File: config.mk
export PLATFORM = sky130hd
export DESIGN_NAME = sauria_cfg_sequencer
export DESIGN_NICKNAME = d
export VERILOG_FILES = /design/src/rtl/sauria_pkg.sv /design/src/rtl/sauria_cfg_sequencer.sv
export SDC_FILE = /design/constraint.sdc
export NUM_CORES = 1
export LEC_CHECK = 0
export ABC_AREA = 1
export BUFFER_PORTS_ARGS = -buffer_cell sky130_fd_sc_hd__buf_4
export CAP_MARGIN = 20
export CORE_UTILIZATION = 30
export DETAILED_ROUTE_END_ITERATION = 8
export GPL_TIMING_DRIVEN = 0
export PLACE_DENSITY = 0.52
export SLEW_MARGIN = 20
export SYNTH_ARGS = -nofsm -noshare
export SYNTH_HDL_FRONTEND = slang
export SYNTH_SLANG_ARGS = --single-unit
export TNS_END_PERCENT = 10
File: constraint.sdc
create_clock -name i_system_clk -period 4.61 [get_ports i_system_clk]
set_input_delay 0.922 -clock i_system_clk [delete_from_list [all_inputs] [get_ports i_system_clk]]
set_output_delay 0.922 -clock i_system_clk [all_outputs]
set_load 0.01 [all_outputs]
File: src/rtl/sauria_pkg.sv
// Shared encodings for the SAURIA configuration sequencer: command ops,
// FSM states and AXI response codes.
package sauria_pkg;

  typedef enum logic [1:0] {
    OP_WRITE    = 2'b00,
    OP_POLL     = 2'b01,
    OP_WAIT_IRQ = 2'b10,
    OP_RSVD     = 2'b11
  } cmd_op_e;

  typedef enum logic [2:0] {
    ST_IDLE,
    ST_WR_REQ,
    ST_WR_RESP,
    ST_RD_REQ,
    ST_RD_RESP,
    ST_IRQ_WAIT,
    ST_ERR
  } seq_state_e;

  localparam logic [1:0] AXI_RESP_OKAY   = 2'b00;
  localparam logic [1:0] AXI_RESP_SLVERR = 2'b10;
  localparam int         CNT_W           = 16;

endpackage

File: src/rtl/sauria_cfg_sequencer.sv
// Command sequencer issuing AXI4-Lite config writes, bit-mask polls and IRQ
// waits towards the SAURIA subsystem; any failure parks it in a sticky ERR.
module sauria_cfg_sequencer
  import sauria_pkg::*;
#(
  parameter int unsigned TIMEOUT = 1024
) (
  input  logic        i_system_clk,
  input  logic        i_system_rstn,
  input  logic        i_cmd_valid,
  output logic        o_cmd_ready,
  input  logic [1:0]  i_cmd_op,
  input  logic [31:0] i_cmd_addr,
  input  logic [31:0] i_cmd_data,
  input  logic        i_irq,
  output logic [31:0] o_awaddr,
  output logic        o_awvalid,
  input  logic        i_awready,
  output logic [31:0] o_wdata,
  output logic [3:0]  o_wstrb,
  output logic        o_wvalid,
  input  logic        i_wready,
  input  logic [1:0]  i_bresp,
  input  logic        i_bvalid,
  output logic        o_bready,
  output logic [31:0] o_araddr,
  output logic        o_arvalid,
  input  logic        i_arready,
  input  logic [31:0] i_rdata,
  input  logic [1:0]  i_rresp,
  input  logic        i_rvalid,
  output logic        o_rready,
  output logic        o_busy,
  output logic        o_err
);

  localparam logic [CNT_W-1:0] TIMEOUT_CNT = CNT_W'(TIMEOUT);

  seq_state_e       state_q, state_d;
  logic [31:0]      data_q, data_d;
  logic [CNT_W-1:0] cnt_q, cnt_d;
  logic             cmd_ready_q, cmd_ready_d;
  logic             awvalid_q, awvalid_d;
  logic             wvalid_q, wvalid_d;
  logic             bready_q, bready_d;
  logic             arvalid_q, arvalid_d;
  logic             rready_q, rready_d;
  logic [31:0]      awaddr_q, awaddr_d;
  logic [31:0]      wdata_q, wdata_d;
  logic [3:0]       wstrb_q, wstrb_d;
  logic [31:0]      araddr_q, araddr_d;
  logic             busy_q, busy_d;
  logic             err_q, err_d;

  always_comb begin
    state_d   = state_q;
    data_d    = data_q;
    cnt_d     = cnt_q;
    awvalid_d = awvalid_q;
    wvalid_d  = wvalid_q;
    bready_d  = 1'b0;
    arvalid_d = 1'b0;
    rready_d  = 1'b0;
    awaddr_d  = awaddr_q;
    wdata_d   = wdata_q;
    wstrb_d   = wstrb_q;
    araddr_d  = araddr_q;

    case (state_q)
      ST_IDLE: begin
        if (i_cmd_valid && cmd_ready_q) begin
          data_d = i_cmd_data;
          cnt_d  = '0;
          case (cmd_op_e'(i_cmd_op))
            OP_WRITE: begin
              state_d   = ST_WR_REQ;
              awvalid_d = 1'b1;
              wvalid_d  = 1'b1;
              awaddr_d  = i_cmd_addr;
              wdata_d   = i_cmd_data;
              wstrb_d   = 4'hF;
            end
            OP_POLL: begin
              state_d   = ST_RD_REQ;
              arvalid_d = 1'b1;
              araddr_d  = i_cmd_addr;
            end
            OP_WAIT_IRQ: state_d = ST_IRQ_WAIT;
            default:     state_d = ST_ERR;
          endcase
        end
      end

      // AW and W complete independently; B is only accepted once both are done.
      ST_WR_REQ: begin
        if (awvalid_q && i_awready) awvalid_d = 1'b0;
        if (wvalid_q && i_wready)   wvalid_d  = 1'b0;
        if (!awvalid_d && !wvalid_d) begin
          state_d  = ST_WR_RESP;
          bready_d = 1'b1;
        end
      end

      ST_WR_RESP: begin
        bready_d = 1'b1;
        if (i_bvalid) begin
          bready_d = 1'b0;
          state_d  = (i_bresp == AXI_RESP_OKAY) ? ST_IDLE : ST_ERR;
        end
      end

      ST_RD_REQ: begin
        arvalid_d = 1'b1;
        if (i_arready) begin
          arvalid_d = 1'b0;
          rready_d  = 1'b1;
          state_d   = ST_RD_RESP;
        end
      end

      ST_RD_RESP: begin
        rready_d = 1'b1;
        if (i_rvalid) begin
          rready_d = 1'b0;
          if (i_rresp != AXI_RESP_OKAY) begin
            state_d = ST_ERR;
          end else if ((i_rdata & data_q) == data_q) begin
            state_d = ST_IDLE;
          end else begin
            cnt_d = cnt_q + 1'b1;
            if (cnt_d == TIMEOUT_CNT) begin
              state_d = ST_ERR;
            end else begin
              state_d   = ST_RD_REQ;
              arvalid_d = 1'b1;
            end
          end
        end
      end

      ST_IRQ_WAIT: begin
        if (i_irq) begin
          state_d = ST_IDLE;
        end else begin
          cnt_d = cnt_q + 1'b1;
          if (cnt_d == TIMEOUT_CNT) state_d = ST_ERR;
        end
      end

      default: begin
        state_d   = ST_ERR;
        awvalid_d = 1'b0;
        wvalid_d  = 1'b0;
      end
    endcase

    // Status outputs are derived from the next state so they stay registered.
    cmd_ready_d = (state_d == ST_IDLE);
    busy_d      = (state_d != ST_IDLE) && (state_d != ST_ERR);
    err_d       = (state_d == ST_ERR);
  end

  always_ff @(posedge i_system_clk) begin
    if (!i_system_rstn) begin
      state_q     <= ST_IDLE;
      data_q      <= '0;
      cnt_q       <= '0;
      cmd_ready_q <= 1'b0;
      awvalid_q   <= 1'b0;
      wvalid_q    <= 1'b0;
      bready_q    <= 1'b0;
      arvalid_q   <= 1'b0;
      rready_q    <= 1'b0;
      awaddr_q    <= '0;
      wdata_q     <= '0;
      wstrb_q     <= '0;
      araddr_q    <= '0;
      busy_q      <= 1'b0;
      err_q       <= 1'b0;
    end else begin
      state_q     <= state_d;
      data_q      <= data_d;
      cnt_q       <= cnt_d;
      cmd_ready_q <= cmd_ready_d;
      awvalid_q   <= awvalid_d;
      wvalid_q    <= wvalid_d;
      bready_q    <= bready_d;
      arvalid_q   <= arvalid_d;
      rready_q    <= rready_d;
      awaddr_q    <= awaddr_d;
      wdata_q     <= wdata_d;
      wstrb_q     <= wstrb_d;
      araddr_q    <= araddr_d;
      busy_q      <= busy_d;
      err_q       <= err_d;
    end
  end

  assign o_cmd_ready = cmd_ready_q;
  assign o_awaddr    = awaddr_q;
  assign o_awvalid   = awvalid_q;
  assign o_wdata     = wdata_q;
  assign o_wstrb     = wstrb_q;
  assign o_wvalid    = wvalid_q;
  assign o_bready    = bready_q;
  assign o_araddr    = araddr_q;
  assign o_arvalid   = arvalid_q;
  assign o_rready    = rready_q;
  assign o_busy      = busy_q;
  assign o_err       = err_q;

endmodule

==> run metrics, run 1 <==
status=finished clean; P&R area growth vs syn=41.3%; post-layout util=43.7%; endpoints failing hold=0; CP Capture Type=flip-flop; Nets=1215; Congestion Overflow GR=0; Die Ht=147 um; Avg Inst Size Synth=7.33 um2; Hold Crit Class=flip-flop to flip-flop; RePlAce Congestion=0.826; Crit Path Class=input pin to flip-flop; Post-CTS Repair Setup Buffers=0; Crit path required time=4.98 ns; DR pass1 iterations=5; H-tree Lvls=4; CTS resizes=0; DP HPWL=16000 um; Layout Skew=0.0125 ns; post-route ant nets=0; Top FF cell, synth=dfxtp_1; fmax=0.412 GHz; Tot GR Track Use=19.5%; Post-route DRC=0; first-pass GRT wire length=32900 um; I/O Buffers=218; post-synthesis async set-or-reset flop share=0%; final worst-path cycle share=52.7%; Clk Latency, worst-skew pair=0.43 ns; Synth Instances=865; largest net degree at the start of global routing=17; initial antenna violation count=0; Synth top area share=49.3%; Synthesis Warnings=0; cell area after synthesis=6340 um2; Vias/cell=4.53; 1st-iter DRT viols=247; Reg clk slew, reported paths=0.07 ns; I/O pin count=219; worst vdd ir=0.240 mV; number of synthesized flops with an enable pin=0; #FFs+latches synth=156; Tightest Pin Transition=0.605 ns; most frequent cells in the layout=buf_4, nor2_1, dfxtp_1; Placement Setup Slack=1.68 ns; synth unique cells=32; WL/cell=15.2 um; share of post-route cells with drive strength above 1=26.2%; core area=20500 um2; num rows=52; # diodes=0; number of global-route vias before repair=6117; CP max FO=10; Pwr Density=485 nW/um2; clk buf depth=2; MaxCap Viol Count=0; synth top area cells=dfxtp_1, nor2_1, o21ai_0, nand2_1, a21oi_1; critical path arrival=2.80 ns; Worst slew margin=59.5%; die width=147 um; setup TNS=0 ns; CTS tree=done; Setup Viol. Count Final=0; final setup margin=2.18 ns; WL final=21100 um; CTS Hold Bufs=0; Synth area leader=dfxtp_1; via count=6271; Max Slew Vio Count=0; initial core utilization=30.9%; CTS Sinks=156; CTS buffer count=17; most common cell after layout, fill and taps aside=buf_4; RSZ-0062 raised after global routing=no; Mapped Nets=978; Lkg Pwr=4.04 nW; CTS root buf=clkbuf_16; crit path launch type=input pin; post-synthesis sequential area ratio=49.3%; die area=21700 um2; post-layout min period=2.43 ns
-- logic make-up after synthesis --
logic type	count (synthesis)	synth area share (%)
buffers and inverters	121	7.72
adders and majority gates	2	0.395
DFF	156	49.3
xor gates and xnor gates	2	0.276
and+or+nand+nor	359	23.5
AOI/OAI and AO/OA	225	18.8
-- power by group --
group | internal, mW | switching [mW]
logic | 0.441 | 0.723
registers | 1.52 | 0.0904
clock network | 0.968 | 0.601
-- metal layers --
metal  track usage [%]  vias up  wire length, um
li1                  -     3276                -
met1              24.6     2792             9430
met2              31.2      185             9600
met3              6.98       18             1760
met4              5.72        0              307
met5                 0        -                0
-- final cells by class --
type | instances | area, um2
Buffer | 48 | 215
Clock buffer | 19 | 433
Clock inverter | 12 | 210
Fill cell | 2111 | 11500
Inverter | 73 | 274
Multi-Input combinational cell | 588 | 2730
Sequential cell | 156 | 3120
Tap cell | 270 | 338
Timing Repair Buffer | 218 | 1640
-- metrics by stage --
| step | total power [mW] | cells | cell area [um2] | hold WS [ns] |
|---|---|---|---|---|
| 5_1_grt | 4.60 | 1384 | 8960 | 0.475 |
| 3_3_place_gp | 2.82 | 1353 | 8310 | 0.440 |
| 2_1_floorplan | 2.38 | 865 | 6340 | 0.430 |
| 3_5_place_dp | 2.82 | 1353 | 8310 | 0.448 |
| 6_report | 4.35 | 1384 | 8960 | 0.455 |
| 4_1_cts | 4.39 | 1384 | 8960 | 0.457 |
-- sequential cells by signal, summed over array words and instances, names as in the netlist, 3 cells and up --
register  flops
data_q       32
o_wdata      32
cnt_q        16
o_awaddr     32
o_araddr     32
state_q       3
-- worst max-delay path, cell delays in order --
cell	delay, ns
buf_4	0.07
nand2_1	0.09
nor2_1	0.29
nand2_1	0.14
nor2_1	0.49
clkbuf_1	0.52
o21ai_0	0.16
nor2_1	0.11
-- synthesized netlist by cell type (2+ instances only) --
master and instances:
a211oi_1 10, a21oi_1 83, buf_2 11, buf_4 3, clkbuf_1 33, dfxtp_1 156, ha_1 2, inv_1 69
inv_2 4, nand2_1 133, nand2_2 9, nand2_4 2, nand3_1 14, nand3_2 2, nand4_1 6, nor2_1 175
nor2_2 7, nor2_4 4, nor3_1 4, o211a_1 2, o21ai_0 108, o22ai_1 17, or2_2 2
-- worst paths after layout --
path	startpoint	end	slack (ns)	depth (start not counted)
worst min register to register	data_q[15]$_SDFFE_PN0P_	data_q[15]$_SDFFE_PN0P_	0.45	2
worst max-delay path	i_cmd_valid	o_araddr[24]$_SDFFE_PN0P_	2.18	8
worst max register to register	state_q[0]$_SDFF_PN0_	o_araddr[24]$_SDFFE_PN0P_	2.21	8
worst min-delay path	data_q[15]$_SDFFE_PN0P_	data_q[15]$_SDFFE_PN0P_	0.45	2
No activity file was read; power rests on OpenSTA's default activity.
==> run 2: changes to the inputs <==
PLACE_DENSITY = 0.54   (was 0.52)
clock period = 2 ns   (was 4.61 ns; I/O delays follow)
==> run metrics, run 2 (synthesis gave the netlist of run 1 again) <==
Post-Place Cells=1353 (unchanged); endpoints failing hold=0 (unchanged); RSZ-0062 raised after global routing=yes; Design Area, Final=9100 um2 (+1.6%); most frequent cells in the layout=buf_4, nor2_1, dfxtp_1; Non-Filler Instances=1386 (+0.14%); Lkg Pwr=4.09 nW (+1.3%); Setup Viol. Count Final=0 (unchanged); CTS tree=done; Post-route DRC=0 (unchanged); WL/cell=15.4 um (+1.3%); core area=20500 um2 (unchanged); met3 GRT Util=6.88% (-0.093 points); Worst slew margin=62.0% (+2.5 points); Gate power share=29.3% (+2.5 points); switching pwr=3.41 mW (+140%); Crit Path Class=flip-flop to flip-flop; num rows=52 (unchanged); status=finished clean; CP Capture Type=flip-flop; Clock power frac=32.5% (-3.6 points); RePlAce Congestion=0.846 (+2.4%); Hold Path Cell Cnt=3 (+1); I/O pin count=219 (unchanged); crit path launch type=flip-flop; dpl cell area=8310 um2 (unchanged); CP max FO=6 (-4); Layout Skew=0.00726 ns (-0.00524 ns); number of global-route vias before repair=6293 (+2.9%); Worst R2R Path Depth=16 (+8); worst hold slack=0.204 ns (-0.251 ns); DP HPWL=16100 um (+0.55%); Total Power=9.80 mW (+130%); H-tree Lvls=4 (unchanged); grt met1 use=24.3% (-0.25 points); CTS root buf=clkbuf_16; share of post-route cells with drive strength above 1=30.5% (+4.3 points); Congestion Overflow GR=0 (unchanged); global-route layer with the greatest usage=met2; Sequential Power Share=38.2% (+1.1 points); Fill cells=2119 (+0.38%); Crit path required time=2.33 ns (-2.65 ns); Tot GR Track Use=19.7% (+0.20 points); fmax=0.513 GHz; largest net degree at the start of global routing=17 (unchanged); Internal=6.39 mW (+120%); first-pass GRT wire length=33200 um (+0.88%); Clk Latency, worst-skew pair=0.43 ns (about the same); Reg clk slew, reported paths=0.07 ns (about the same); critical path arrival=2.28 ns (-0.52 ns); most common cell after layout, fill and taps aside=buf_4; MaxCap Viol Count=0 (unchanged); WL final=21400 um (+1.5%); GR Util met2=32.1% (+0.94 points); clk buf depth=2 (unchanged); Hold Crit Class=input pin to flip-flop; Nets=1216 (+0.082%); initial antenna violation count=0 (unchanged); via count=6437 (+2.6%); 1st-iter DRT viols=276 (+12%); CTS buffer count=17 (unchanged); worst vdd ir=0.607 mV (+150%); sw frac=34.8% (+2.3 points); post-layout min period=1.95 ns; post-route ant nets=0 (unchanged); DR pass1 iterations=6 (+1); initial core utilization=30.9% (unchanged); CTS Sinks=156 (unchanged); Tightest Pin Transition=0.570 ns (-0.0356 ns); Vias/cell=4.64 (+2.5%); Die Ht=147 um (unchanged); CTS Hold Bufs=0 (unchanged); final worst-path cycle share=97.4%; Max Slew Vio Count=0 (unchanged); # diodes=0 (unchanged); Pwr Density=1080 nW/um2 (+120%); die width=147 um (unchanged); P&R area growth vs syn=43.5%; die area=21700 um2 (unchanged); I/O Buffers=218 (unchanged)
## run 2: per-stage QoR
step	utilization (%)	TNS, ns	setup slack [ns]
detailed placement	40.6	-20.95	-0.536
global route	44.4	-0.121	-0.0895
CTS	43.5	-0.0176	-0.0176
finish	44.4	0	0.0512
floorplan	-	0	0.189
global placement	40.6	-17.29	-0.500
## run 2: cell type report
type	count	area, um2	area share, %
Sequential cell	156	3140	34.5
Multi-Input combinational cell	588	2880	31.7
Timing Repair Buffer	219	1650	18.1
Clock buffer	18	439	4.83
Tap cell	270	338	3.71
Inverter	73	277	3.04
Buffer	48	246	2.71
Clock inverter	14	134	1.47
## run 2: path summary, 6_finish.rpt
path              slack, ns                    start                   endpoint
setup / recovery       0.05    cnt_q[1]$_SDFFE_PN0P_          o_busy$_SDFF_PN0_
hold / removal         0.20           i_cmd_addr[20]  o_araddr[20]$_SDFFE_PN0P_
setup reg to reg       0.05    cnt_q[1]$_SDFFE_PN0P_          o_busy$_SDFF_PN0_
hold reg to reg        0.45  data_q[15]$_SDFFE_PN0P_    data_q[15]$_SDFFE_PN0P_
## run 2: critical path, cell delays in order (launching register included)
cell	delay [ns]
dfxtp_4	0.40
buf_6	0.11
nand2_4	0.04
nor2_4	0.21
nand2_4	0.08
nor2_2	0.10
nor2_1	0.04
nor2_1	0.13
nand2_1	0.11
nor2_4	0.11
nand2_4	0.08
nand3_2	0.07
nand2_2	0.07
nor2_4	0.13
nand2_2	0.08
nand2_2	0.06
nor2_2	0.03
## run 2: repair_timing
action,in CTS,in global routing
resized for setup,15,65
setup endpoints to repair,138,136
buffers inserted,0,1
pin swaps,0,12
hold endpoints to repair,0,0
## run 2: per-layer routing
metal,up-vias,share of wire (%)
li1,3275,-
met1,2940,44
met2,202,46
met3,20,8.2
met4,0,1.7
met5,-,0
## run 2: power groups by stage
stage                     registers (mW)  logic, mW  clock network [mW]
final                               3.74       2.87                3.19
after global routing                3.79       3.22                3.38
after CTS                           3.72       2.74                3.26
after detailed placement            3.79       2.70                   0
after global placement              3.78       2.70                   0
after floorplan                     3.82       1.66                   0
